--- src/rtl/unified_mem_arbiter_pkg.sv ---
// Shared types for the unified instruction/data memory arbiter.
// The state encoding lives here so other pipeline blocks can decode arbiter state.
package unified_mem_arbiter_pkg;

    typedef enum logic [1:0] {
        ARB_IDLE = 2'd0,
        ARB_IF   = 2'd1,
        ARB_D    = 2'd2
    } arb_state_t;

endpackage

--- src/rtl/unified_mem_arbiter.sv ---
// Arbitrates one single-ported unified memory between instruction fetch and the data stage,
// holding each memory request until acknowledged and routing the response back to its owner.
module unified_mem_arbiter
    import unified_mem_arbiter_pkg::*;
#(
    parameter int ADDR_W       = 32,
    parameter int DATA_W       = 32,
    parameter int MAX_D_STREAK = 4
) (
    input  logic                clk,
    input  logic                rst_n,
    input  logic                if_req,
    input  logic [ADDR_W-1:0]   if_addr,
    input  logic                if_flush,
    output logic                if_valid,
    output logic [DATA_W-1:0]   if_rdata,
    output logic                if_stall,
    input  logic                d_req,
    input  logic                d_we,
    input  logic [DATA_W/8-1:0] d_be,
    input  logic [ADDR_W-1:0]   d_addr,
    input  logic [DATA_W-1:0]   d_wdata,
    output logic                d_valid,
    output logic [DATA_W-1:0]   d_rdata,
    output logic                d_stall,
    output logic                mem_req,
    output logic                mem_we,
    output logic [DATA_W/8-1:0] mem_be,
    output logic [ADDR_W-1:0]   mem_addr,
    output logic [DATA_W-1:0]   mem_wdata,
    input  logic                mem_ack,
    input  logic [DATA_W-1:0]   mem_rdata
);

    localparam int BE_W = DATA_W / 8;
    localparam int SW   = $clog2(MAX_D_STREAK + 1);
    localparam logic [SW-1:0] STREAK_MAX = SW'(MAX_D_STREAK);

    arb_state_t     state;
    arb_state_t     state_next;
    logic [SW-1:0]  streak;
    logic           drop;
    logic           grant_if;
    logic           grant_d;

    always_ff @(posedge clk or negedge rst_n) begin
        if (!rst_n) begin
            state <= ARB_IDLE;
        end else begin
            state <= state_next;
        end
    end

    // A flushing fetch is never granted since its address is already stale; once D has
    // won MAX_D_STREAK times in a row against a waiting fetch, the fetch takes priority.
    always_comb begin
        state_next = state;
        grant_if   = 1'b0;
        grant_d    = 1'b0;
        case (state)
            ARB_IDLE: begin
                grant_if = if_req && !if_flush && (!d_req || (streak == STREAK_MAX));
                grant_d  = d_req && !grant_if;
                if (grant_if) begin
                    state_next = ARB_IF;
                end else if (grant_d) begin
                    state_next = ARB_D;
                end
            end
            ARB_IF, ARB_D: begin
                if (mem_ack) begin
                    state_next = ARB_IDLE;
                end
            end
            default: state_next = ARB_IDLE;
        endcase
    end

    always_ff @(posedge clk or negedge rst_n) begin
        if (!rst_n) begin
            mem_we    <= 1'b0;
            mem_be    <= '0;
            mem_addr  <= '0;
            mem_wdata <= '0;
        end else if (grant_d) begin
            mem_we    <= d_we;
            mem_be    <= d_be;
            mem_addr  <= d_addr;
            mem_wdata <= d_wdata;
        end else if (grant_if) begin
            mem_we    <= 1'b0;
            mem_be    <= {BE_W{1'b1}};
            mem_addr  <= if_addr;
        end
    end

    // The streak only counts D wins while a fetch is actually waiting.
    always_ff @(posedge clk or negedge rst_n) begin
        if (!rst_n) begin
            streak <= '0;
        end else if (state == ARB_IDLE) begin
            if (!if_req || grant_if) begin
                streak <= '0;
            end else if (grant_d && (streak != STREAK_MAX)) begin
                streak <= streak + SW'(1);
            end
        end
    end

    always_ff @(posedge clk or negedge rst_n) begin
        if (!rst_n) begin
            drop <= 1'b0;
        end else if (mem_ack) begin
            drop <= 1'b0;
        end else if ((state == ARB_IF) && if_flush) begin
            drop <= 1'b1;
        end
    end

    assign mem_req  = (state != ARB_IDLE);
    assign if_valid = mem_ack && (state == ARB_IF) && !drop && !if_flush;
    assign d_valid  = mem_ack && (state == ARB_D);
    assign if_rdata = mem_rdata;
    assign d_rdata  = mem_rdata;
    assign if_stall = if_req && !if_valid;
    assign d_stall  = d_req && !d_valid;

endmodule
--- config.mk ---
export PLATFORM = sky130hd
export DESIGN_NAME = unified_mem_arbiter
export DESIGN_NICKNAME = d
export VERILOG_FILES = /design/src/rtl/unified_mem_arbiter_pkg.sv /design/src/rtl/unified_mem_arbiter.sv
export SDC_FILE = /design/constraint.sdc
export NUM_CORES = 1
export LEC_CHECK = 0
export BUFFER_PORTS_ARGS = -buffer_cell sky130_fd_sc_hd__buf_4
export CAP_MARGIN = 40
export CORE_AREA = 3 3 107 109
export DETAILED_ROUTE_END_ITERATION = 12
export DIE_AREA = 0 0 110 112
export PLACE_DENSITY = 0.7
export SETUP_SLACK_MARGIN = 0.1
export SKIP_LAST_GASP = 1
export SYNTH_ARGS = -nofsm -noshare
export SYNTH_HDL_FRONTEND = slang
export SYNTH_SLANG_ARGS = --single-unit
--- constraint.sdc ---
create_clock -name clk -period 3 [get_ports clk]
set_input_delay 0.6 -clock clk [delete_from_list [all_inputs] [get_ports clk]]
set_output_delay 0.6 -clock clk [all_outputs]
set_load 0.02 [all_outputs]
==> summary.md, run 1 <==
| Metric | Value |
|---|---|
| Dpl hpwl | `about 7 mm` |
| Flops & latches, synth | `between 70 and 80` |
| Main flop type after synthesis | `dfrtp_1` |
| Final slew viol count | `0` |
| Critical path depth | `5` |
| CP Class | `flip-flop to output pin` |
| Die area | `0.0123 mm^2` |
| RSZ-0062 raised after global routing | `false` |
| Worst-path cell chain | `inv_1 > ha_1 > nor4bb_1 > nor2b_1 > buf_4` |
| Seq pwr share | `0.353` |
| H-tree Lvls | `3` |
| GP Congestion | `0.763` |
| Number of I/O port buffers | `180` |
| Worst path slowest cell | `nor4bb_1` |
| R2R depth | `6` |
| Vias in the first global route | `2693` |
| Nets | `557` |
| Reg2Reg Launch Point | `state[1]$_DFFE_PN0P_` |
| Hold violation count in the final report | `0` |
| Comb pwr share | `0.479` |
| Clock buffer count from CTS | `9` |
| WP data arrival | `approximately 1800 ps` |
| EDFF count, synth | `0` |
| Seq/Total Area, Yosys | `0.512` |
| Clock Skews | `11.6 ps` |
| Max cap viols | `0` |
| Core area | `0.0107 mm^2` |
| Asr flop ratio synth | `1.00` |
| Mapped Cells | `298` |
| Power Density | `1020 mW/mm^2` |
| Mapped Area | `0.00367 mm^2` |
| Post-synth top area share | `0.512` |
| Switch share | `0.378` |
| Initial Utilization | `0.343` |
| Cell-internal power | `3.13 mW` |
| Run status | `completed` |
| VDD IR-drop max | `0.462 mV` |
| Skew-Pair Late Insertion Delay | `approximately 340 ps` |
| Root buf cell | `clkbuf_8` |
| First-pass GRT wire length | `between 10 and 15 mm` |
| Core Rows | `38` |
| GR Overflow Total | `0` |
| Largest cells by area after synthesis | `dfrtp_1 51%, buf_4 14%, a221o_1 8.7%, mux2_1 7.7%, and3_1 5.5%` |
| Initial antenna violation count | `0` |
| Post-route cell area | `0.00492 mm^2` |
| Maximum number of pins on one net before global-route repair | `41` |
| Post-CTS Setup Bufs | `0` |
| Post-layout min period | `2380 ps` |
| P_leak | `around 2.5 nW` |
| Clk sinks | `75` |
| Most common cell in the netlist | `dfrtp_1` |
| Resized cells post-CTS | `0` |
| Register area | `0.00188 mm^2` |
| DRC violations left | `0` |
| Post-synthesis net count | `442` |
| Min-Delay Path Class | `primary input to asynchronous set/reset pin` |
| Clk pin slew, worst setup/hold paths | `80 ps` |
| Post-synth top cells | `75 x dfrtp_1, 68 x buf_4, 32 x a221o_1, 32 x and3_1, 25 x mux2_1` |
| Dpl cell area | `approximately 0.0047 mm^2` |
| Setup-failing EPs final | `0` |
| Vias per cell | `approximately 5` |
| Total negative slack | `0 ps` |
| Critical Path Start Type | `flip-flop` |
| Reg2reg setup slack | `1060 ps` |
| Vias | `~2700` |
| Critical Path RT | `about 2400 ps` |
| Post-synth top area cell | `dfrtp_1` |
| Final ANT Viol Nets | `0` |
| CP bufs+invs | `2` |
| Die W | `110 um` |
| Switching power | `1.91 mW` |
| Ports | `277` |
| TritonCTS clock tree | `built` |
| Post-DR wirelength/cell | `16.2 um` |
| Netlist cell types | `33` |
| CTS Buffer Depth | `2` |
| Multi-input gate area in the final layout | `0.00120 mm^2` |
| Layout cells sized above 1 | `0.507` |
| Fillcell total | `954` |
| Syn-to-layout area delta | `34.2%` |
| FF-to-FF End | `mem_addr[18]$_DFFE_PN0P_` |
| Clk network pwr share | `0.168` |
| Antenna Cells | `0` |
| Initial drt markers | `141` |
| Max FO, Critical Path | `3` |
| Period utilization | `0.792` |
| Max incr delay on CP | `~480 ps` |
| Crit-path leading delay family | `simple AND/OR/NAND/NOR gates` |
| Avg Inst Size Synth | `12.3 um^2` |
| Post-CTS Hold Fix Bufs | `0` |
| Slew at the pin with the worst max-slew slack | `491 ps` |
| Max Freq | `about 420 MHz` |
| Pre-Repair DR Iteration Count | `4` |
| Slew HR | `0.668` |
| Die Y | `112 um` |
| Yosys warns | `0` |
| Critical Path Sink Type | `output pin` |
| GR Util All Layers | `0.141` |
| Drt total wl | `9.05 mm` |
-- cells in the final DEF, fill, tap and decap left out --
| cell type | n |
|---|---|
| a21bo_2 | 1 |
| a21boi_1 | 1 |
| a21o_1 | 1 |
| a21oi_1 | 2 |
| a221o_1 | 32 |
| a31oi_1 | 2 |
| a32o_1 | 1 |
| and2_1 | 2 |
| and3_1 | 32 |
| buf_12 | 1 |
| buf_16 | 1 |
| buf_4 | 183 |
| bufinv_16 | 2 |
| clkbuf_1 | 1 |
| clkbuf_8 | 9 |
| clkinv_2 | 1 |
| clkinvlp_4 | 2 |
| dfrtp_1 | 75 |
| ha_1 | 5 |
| inv_1 | 7 |
| inv_6 | 1 |
| mux2_1 | 25 |
| mux2_2 | 8 |
| nand2_1 | 1 |
| nand2_4 | 1 |
| nand2b_1 | 1 |
| nand3_1 | 1 |
| nand4_1 | 2 |
| nand4b_1 | 1 |
| nand4b_2 | 1 |
| nor2_1 | 2 |
| nor2b_1 | 2 |
| nor3_4 | 1 |
| nor4bb_1 | 1 |
| o2111ai_1 | 1 |
| o21ai_0 | 1 |
| o22a_1 | 4 |
| o22ai_1 | 2 |
| or4_1 | 1 |
-- through the flow --
step	setup slack (ps)	total power, mW	std cells	util	hold slack, ps
6_report	623	5.04	558	0.460	204
3_3_place_gp	860	4.15	540	0.435	475
2_1_floorplan	739	3.23	298	-	304
4_1_cts	600	5.11	558	0.460	214
3_5_place_dp	944	4.25	542	0.440	483
5_1_grt	469	5.34	558	0.460	236
-- per-layer routing --
metal	vias to the layer above	track usage	wire, um
li1	1257	-	-
met1	1281	0.159	3390
met2	166	0.245	4530
met3	24	0.0377	909
met4	0	0.0623	226
met5	-	0	0
-- power groups by stage --
stage | Sequential (mW) | Clock (mW) | Combinational [mW]
after floorplan | 2.33 | 0 | 0.898
after global placement | 1.78 | 0 | 2.37
after detailed placement | 1.79 | 0 | 2.46
after CTS | 1.78 | 0.883 | 2.45
after global routing | 1.84 | 0.925 | 2.58
final | 1.78 | 0.847 | 2.41
-- sequential cells by signal, summed over array words and instances (netlist names) --
register,cells
state,2
mem_wdata,32
mem_we,1
streak,3
drop,1
mem_be,4
mem_addr,32
-- worst max path at each step --
stage	startpoint	endpoint	slack, ps
after CTS	state[1]$_DFFE_PN0P_	if_stall	600
after detailed placement	if_flush	if_stall	940
after global routing	state[1]$_DFFE_PN0P_	if_stall	470
after floorplan	state[1]$_DFFE_PN0P_	if_stall	740
after global placement	if_req	mem_addr[17]$_DFFE_PN0P_	860
final	state[1]$_DFFE_PN0P_	if_stall	620
-- cell type report --
cell class	count	area share
Sequential cell	75	0.382
Timing Repair Buffer	185	0.289
Multi-Input combinational cell	135	0.244
Tap cell	140	0.0356
Clock buffer	10	0.0259
Clock inverter	6	0.0181
Inverter	7	0.00534
-- cells by family after synthesis --
family	after synthesis	share of synthesized area
AOI/OAI and AO/OA	48	0.120
adders and majority gates	5	0.0171
buffers and inverters	88	0.162
DFF	75	0.512
muxes	33	0.101
and+or+nand+nor	49	0.0881
Note: power is estimated with default switching activity, not from simulation.
==> run 2, diff against run 1 <==
CORE_AREA = not set   (was 3 3 107 109)
CORE_MARGIN = 3   (was not set)
CORE_UTILIZATION = 36   (was not set)
DIE_AREA = not set   (was 0 0 110 112)
PLACE_DENSITY = 0.76   (was 0.7)
clock period = 2.05 ns   (was 3 ns; I/O delays follow)
==> run 2 against run 1 <==
Net effect: sequential cell count did not move; routed wire length fell by 1.0%; largest cell class unchanged; sequential power rose by 47%; combinational power rose by 46%; global-route usage rose by 0.92 points; power rose by 43%; critical endpoint unchanged; setup slack got worse by 420 ps; largest power group unchanged; critical path type unchanged; die area fell by 7.2%.
==> summary.md, run 2 (same netlist as run 1, synthesis figures left out) <==
| Metric | Value |
|---|---|
| Root buf cell | `clkbuf_8` |
| Critical Path Start Type | `flip-flop` |
| Final ANT Viol Nets | `0` |
| Layout cells sized above 1 | `0.513` |
| Core Rows | `36` |
| Run status | `completed` |
| Number of I/O port buffers | `180` |
| Clock Skews | `6.18 ps` |
| Period utilization | `0.901` |
| Clk network pwr share | `0.150` |
| Slew at the pin with the worst max-slew slack | `452 ps` |
| Die W | `between 100 and 150 um` |
| Initial drt markers | `about 150` |
| Die area | `~0.011 mm^2` |
| Most common cell after layout, fill and taps aside | `buf_4` |
| VDD IR-drop max | `0.751 mV` |
| Core area | `roughly 0.0098 mm^2` |
| Vias | `2712` |
| Total negative slack | `0 ps` |
| Min-Delay Path Class | `primary input to asynchronous set/reset pin` |
| Fillcell total | `887` |
| Post-layout min period | `1850 ps` |
| Setup-failing EPs final | `0` |
| Clock buffer count from CTS | `9` |
| Pre-Repair DR Iteration Count | `4` |
| Vias in the first global route | `2709` |
| Critical path depth | `5` |
| Maximum number of pins on one net before global-route repair | `43` |
| DRC violations left | `0` |
| Cell-internal power | `4.44 mW` |
| Switching power | `2.75 mW` |
| Final slew viol count | `0` |
| Vias per cell | `approximately 4.9` |
| Seq pwr share | `0.363` |
| Post-CTS Hold Fix Bufs | `0` |
| Clk sinks | `75` |
| Max FO, Critical Path | `3` |
| Regs by FF count | `mem_addr x32, mem_wdata x32, mem_be x4` |
| Ports | `approximately 280` |
| Skew-Pair Late Insertion Delay | `330 ps` |
| Max cap viols | `0` |
| PnR Total Power | `7.19 mW` |
| Die Y | `107 um` |
| Clk pin slew, worst setup/hold paths | `70 ps` |
| Comb pwr share | `0.488` |
| R2R depth | `6` |
| GP Congestion | `0.719` |
| First-pass GRT wire length | `13.4 mm` |
| Critical Path Sink Type | `output pin` |
| Switch share | `0.382` |
| Syn-to-layout area delta | `33.6%` |
| Critical Path RT | `about 1600 ps` |
| GR Util All Layers | `0.150` |
| Hold violation count in the final report | `0` |
| Crit-path leading delay family | `flip-flops` |
| WP data arrival | `1440 ps` |
| Initial antenna violation count | `0` |
| Dpl hpwl | `6.72 mm` |
| Register area | `0.00188 mm^2` |
| Worst path slowest cell | `dfrtp_1` |
| TritonCTS clock tree | `built` |
| Hold Slack | `roughly 22 ps` |
| Multi-input gate area in the final layout | `0.00123 mm^2` |
| Max incr delay on CP | `400 ps` |
| Nets | `558` |
| Initial Utilization | `0.373` |
| Max Freq | `541 MHz` |
| CP Class | `flip-flop to output pin` |
| Worst-path cell chain | `inv_2 > ha_2 > nor4bb_4 > nor2b_1 > buf_4` |
| CTS Buffer Depth | `2` |
| Antenna Cells | `0` |
| Power Density | `1470 mW/mm^2` |
| H-tree Lvls | `3` |
| Post-DR wirelength/cell | `between 15 and 20 um` |
| Drt total wl | `8.96 mm` |
| Slew HR | `0.699` |
| Most frequent cells in the layout | `185 x buf_4, 75 x dfrtp_1, 32 x and3_1, 32 x a221o_1, 25 x mux2_1` |
| CP bufs+invs | `2` |
| RSZ-0062 raised after global routing | `true` |
| Finished Core Util | `0.499` |
| GR Overflow Total | `0` |
| P_leak | `2.47 nW` |
run 2: through the flow:
stage	worst slack [ps]	area [um^2]	cells
final	202	4900	552
after global routing	81.0	4900	552
after CTS	137	4890	552
after detailed placement	235	4690	536
after global placement	286	4690	536
after floorplan	234	3670	298
run 2: worst paths after layout:
path	from	endpoint	slack (ps)
max	state[1]$_DFFE_PN0P_	if_stall	200
min	rst_n	mem_addr[6]$_DFFE_PN0P_	20
max reg2reg	state[0]$_DFFE_PN0P_	mem_addr[7]$_DFFE_PN0P_	250
min reg2reg	mem_be[1]$_DFFE_PN0P_	mem_be[1]$_DFFE_PN0P_	490
max in group asynchronous	rst_n	state[1]$_DFFE_PN0P_	1450
min in group clk	mem_ack	drop$_DFFE_PN0P_	250
run 2: area by class of cell:
type / instances / area share
Sequential cell: 75 / 0.383
Multi-Input combinational cell: 135 / 0.251
Timing Repair Buffer: 186 / 0.288
Tap cell: 133 / 0.0340
Inverter: 7 / 0.00536
Clock buffer: 15 / 0.0381
Clock inverter: 1 / 0.00102
run 2: layer usage:
metal / part of all wire / wire length, um / vias to the layer above / track usage
met5: 0 / 0 / - / 0
met4: 0.038 / 344 / 0 / 0.0950
met3: 0.090 / 802 / 32 / 0.0433
met2: 0.48 / 4290 / 150 / 0.251
met1: 0.39 / 3520 / 1273 / 0.167
li1: - / - / 1257 / -
run 2: power by group through the flow:
stage	combinational, mW	sequential (mW)	clock (mW)
floorplan	1.31	3.41	0
global placement	3.47	2.62	0
detailed placement	3.55	2.62	0
CTS	3.55	2.61	1.14
global route	3.75	2.70	1.20
finish	3.51	2.61	1.08
run 2: worst register-to-register path, delay by kind of cell (launching register included):
kind | cells | cell delay, ps
AOI/OAI and AO/OA | 1 | 260
adders and majority gates | 1 | 260
buffers and inverters | 2 | 330
DFF | 1 | 370
and+or+nand+nor | 2 | 460
run 2: timing repair:
item	4_1_cts	5_1_grt
setup endpoints to repair	2	22
buffers inserted	0	0
resized for setup	1	3
pin swaps	1	0
==> run 3, diff against run 2 <==
REMOVE_ABC_BUFFERS = 1   (was not set)
==> run 3 against run 2 <==
Net effect: clock-buffer cell count shrank 6; largest cell class unchanged; first-iteration DRC count grew 1.4%; worst hold slack lost 13 ps; critical path depth is the same; non-clock buffer count shrank 1; clock skew grew 5.3 ps; routed wire length grew 23%; power grew 2.7%; clock power grew 18%; via count grew 3.3%; die area is the same; utilization grew 0.29 points.
==> summary.md, run 3 (same netlist as run 1, synthesis figures left out) <==
| Metric | Value |
|---|---|
| P_leak | `roughly 2.5 nW` |
| First-pass GRT wire length | `16.1 mm` |
| GR Overflow Total | `0` |
| Max Freq | `about 530 MHz` |
| Vias in the first global route | `2837` |
| Run status | `completed` |
| Post-CTS Setup Bufs | `0` |
| Critical Path Start Type | `flip-flop` |
| Cell-internal power | `4.56 mW` |
| Critical Path RT | `1640 ps` |
| H-tree Lvls | `3` |
| Worst path slowest cell | `dfrtp_1` |
| Hold Slack | `8.92 ps` |
| Clk sinks | `75` |
| Crit-path leading delay family | `flip-flops` |
| Seq pwr share | `0.354` |
| Pre-Repair DR Iteration Count | `4` |
| Critical Path Sink Type | `output pin` |
| Max incr delay on CP | `390 ps` |
| CTS Buffer Depth | `2` |
| Vias | `2802` |
| Nets | `557` |
| Antenna Cells | `0` |
| Switch share | `0.382` |
| Power Density | `1500 mW/mm^2` |
| Die Y | `107 um` |
| Final slew viol count | `0` |
| Skew-Pair Late Insertion Delay | `340 ps` |
| Core Rows | `36` |
| Most common cell after layout, fill and taps aside | `buf_4` |
| Finished Core Util | `0.502` |
| GR Util All Layers | `0.187` |
| Syn-to-layout area delta | `34.4%` |
| Period utilization | `0.915` |
| Slew at the pin with the worst max-slew slack | `489 ps` |
| Max cap viols | `0` |
| Maximum number of pins on one net before global-route repair | `42` |
| GP Congestion | `0.727` |
| Post-DR wirelength/cell | `19.9 um` |
| Regs by FF count | `mem_addr x32, mem_wdata x32, mem_be x4` |
| Clk pin slew, worst setup/hold paths | `90 ps` |
| Comb pwr share | `0.474` |
| Switching power | `2.82 mW` |
| Min-Delay Path Class | `primary input to asynchronous set/reset pin` |
| Vias per cell | `slightly above 5` |
| Post-CTS Hold Fix Bufs | `0` |
| Drt total wl | `11.0 mm` |
| Initial antenna violation count | `0` |
| Most frequent cells in the layout | `183 x buf_4, 75 x dfrtp_1, 32 x and3_1, 32 x a221o_1, 25 x mux2_1` |
| TritonCTS clock tree | `built` |
| Ports | `277` |
| Core area | `0.00982 mm^2` |
| Clock Skews | `around 12 ps` |
| Post-layout min period | `1870 ps` |
| Dpl hpwl | `8.43 mm` |
| Setup-failing EPs final | `0` |
| Hold violation count in the final report | `0` |
| Initial Utilization | `0.373` |
| PnR Total Power | `7.38 mW` |
| RSZ-0062 raised after global routing | `true` |
| DRC violations left | `0` |
| Die area | `between 0.01 and 0.015 mm^2` |
| Die W | `107 um` |
| Slew HR | `0.674` |
| Final ANT Viol Nets | `0` |
| Fin worst setup slack | `175 ps` |
| Root buf cell | `clkbuf_8` |
| Max FO, Critical Path | `3` |
| Total negative slack | `0 ps` |
| WP data arrival | `around 1500 ps` |
| VDD IR-drop max | `0.634 mV` |
| Number of I/O port buffers | `180` |
| Worst-path cell chain | `inv_1 > ha_2 > nor4bb_4 > nor2b_1 > buf_4` |
| Clock buffer count from CTS | `9` |
| Layout cells sized above 1 | `0.517` |
| CP bufs+invs | `2` |
| Initial drt markers | `between 100 and 150` |
| CP Class | `flip-flop to output pin` |
| Dpl ws | `around 210 ps` |
| Clk network pwr share | `0.172` |
## run 3: cell types whose count changed in the layout (fill, tap and decap cells not counted), sizes merged
| cell | change |
|---|---|
| buf | -1 |
| bufinv | +2 |
| clkbuf | -6 |
| clkinv | +2 |
| inv | +2 |
## run 3: what timing repair did
action	CTS	global route
setup endpoints to repair	2	2
cloned	0	0
pin swaps	1	0
resized for setup	2	2
## run 3: per-layer routing
layer  global-route usage  up-vias  wire, um
met2                0.238      210      4300
met4               0.0630        0       124
met1                0.246     1329      4690
met5               0.0524        -         0
met3                0.127        9      1860
li1                     -     1254         -
## run 3: worst paths after layout
check	slack [ps]	endpoint	from	cells past startpoint
hold reg to reg	500	mem_wdata[4]$_DFFE_PN0N_	mem_wdata[4]$_DFFE_PN0N_	1
setup / recovery	180	if_stall	state[1]$_DFFE_PN0P_	5
max in group asynchronous	1470	mem_addr[25]$_DFFE_PN0P_	rst_n	2
hold / removal	9	mem_wdata[23]$_DFFE_PN0N_	rst_n	1
setup reg to reg	190	mem_wdata[10]$_DFFE_PN0N_	state[1]$_DFFE_PN0P_	5
min in group clk	250	drop$_DFFE_PN0P_	mem_ack	2
## run 3: through the flow
| step | area [um^2] | std cells |
|---|---|---|
| 2_1_floorplan | 3100 | 217 |
| 3_3_place_gp | 4690 | 535 |
| 3_5_place_dp | 4690 | 535 |
| 4_1_cts | 4920 | 551 |
| 5_1_grt | 4930 | 551 |
| 6_report | 4930 | 551 |
## run 3: layout make-up
type	instances	area (um^2)
fill	878	4890
sequential	75	1880
timing repair buffer	185	1410
multi-input combinational	135	1220
tap	133	166
clock buffer	9	124
clock inverter	7	100
inverter	7	26.3
## run 3: power by group through the flow
stage	clock, mW	sequential, mW	combinational (mW)
3_3_place_gp	0	2.63	3.46
2_1_floorplan	0	3.41	1.06
4_1_cts	1.31	2.62	3.54
6_report	1.27	2.62	3.50
5_1_grt	1.38	2.70	3.73
3_5_place_dp	0	2.63	3.55
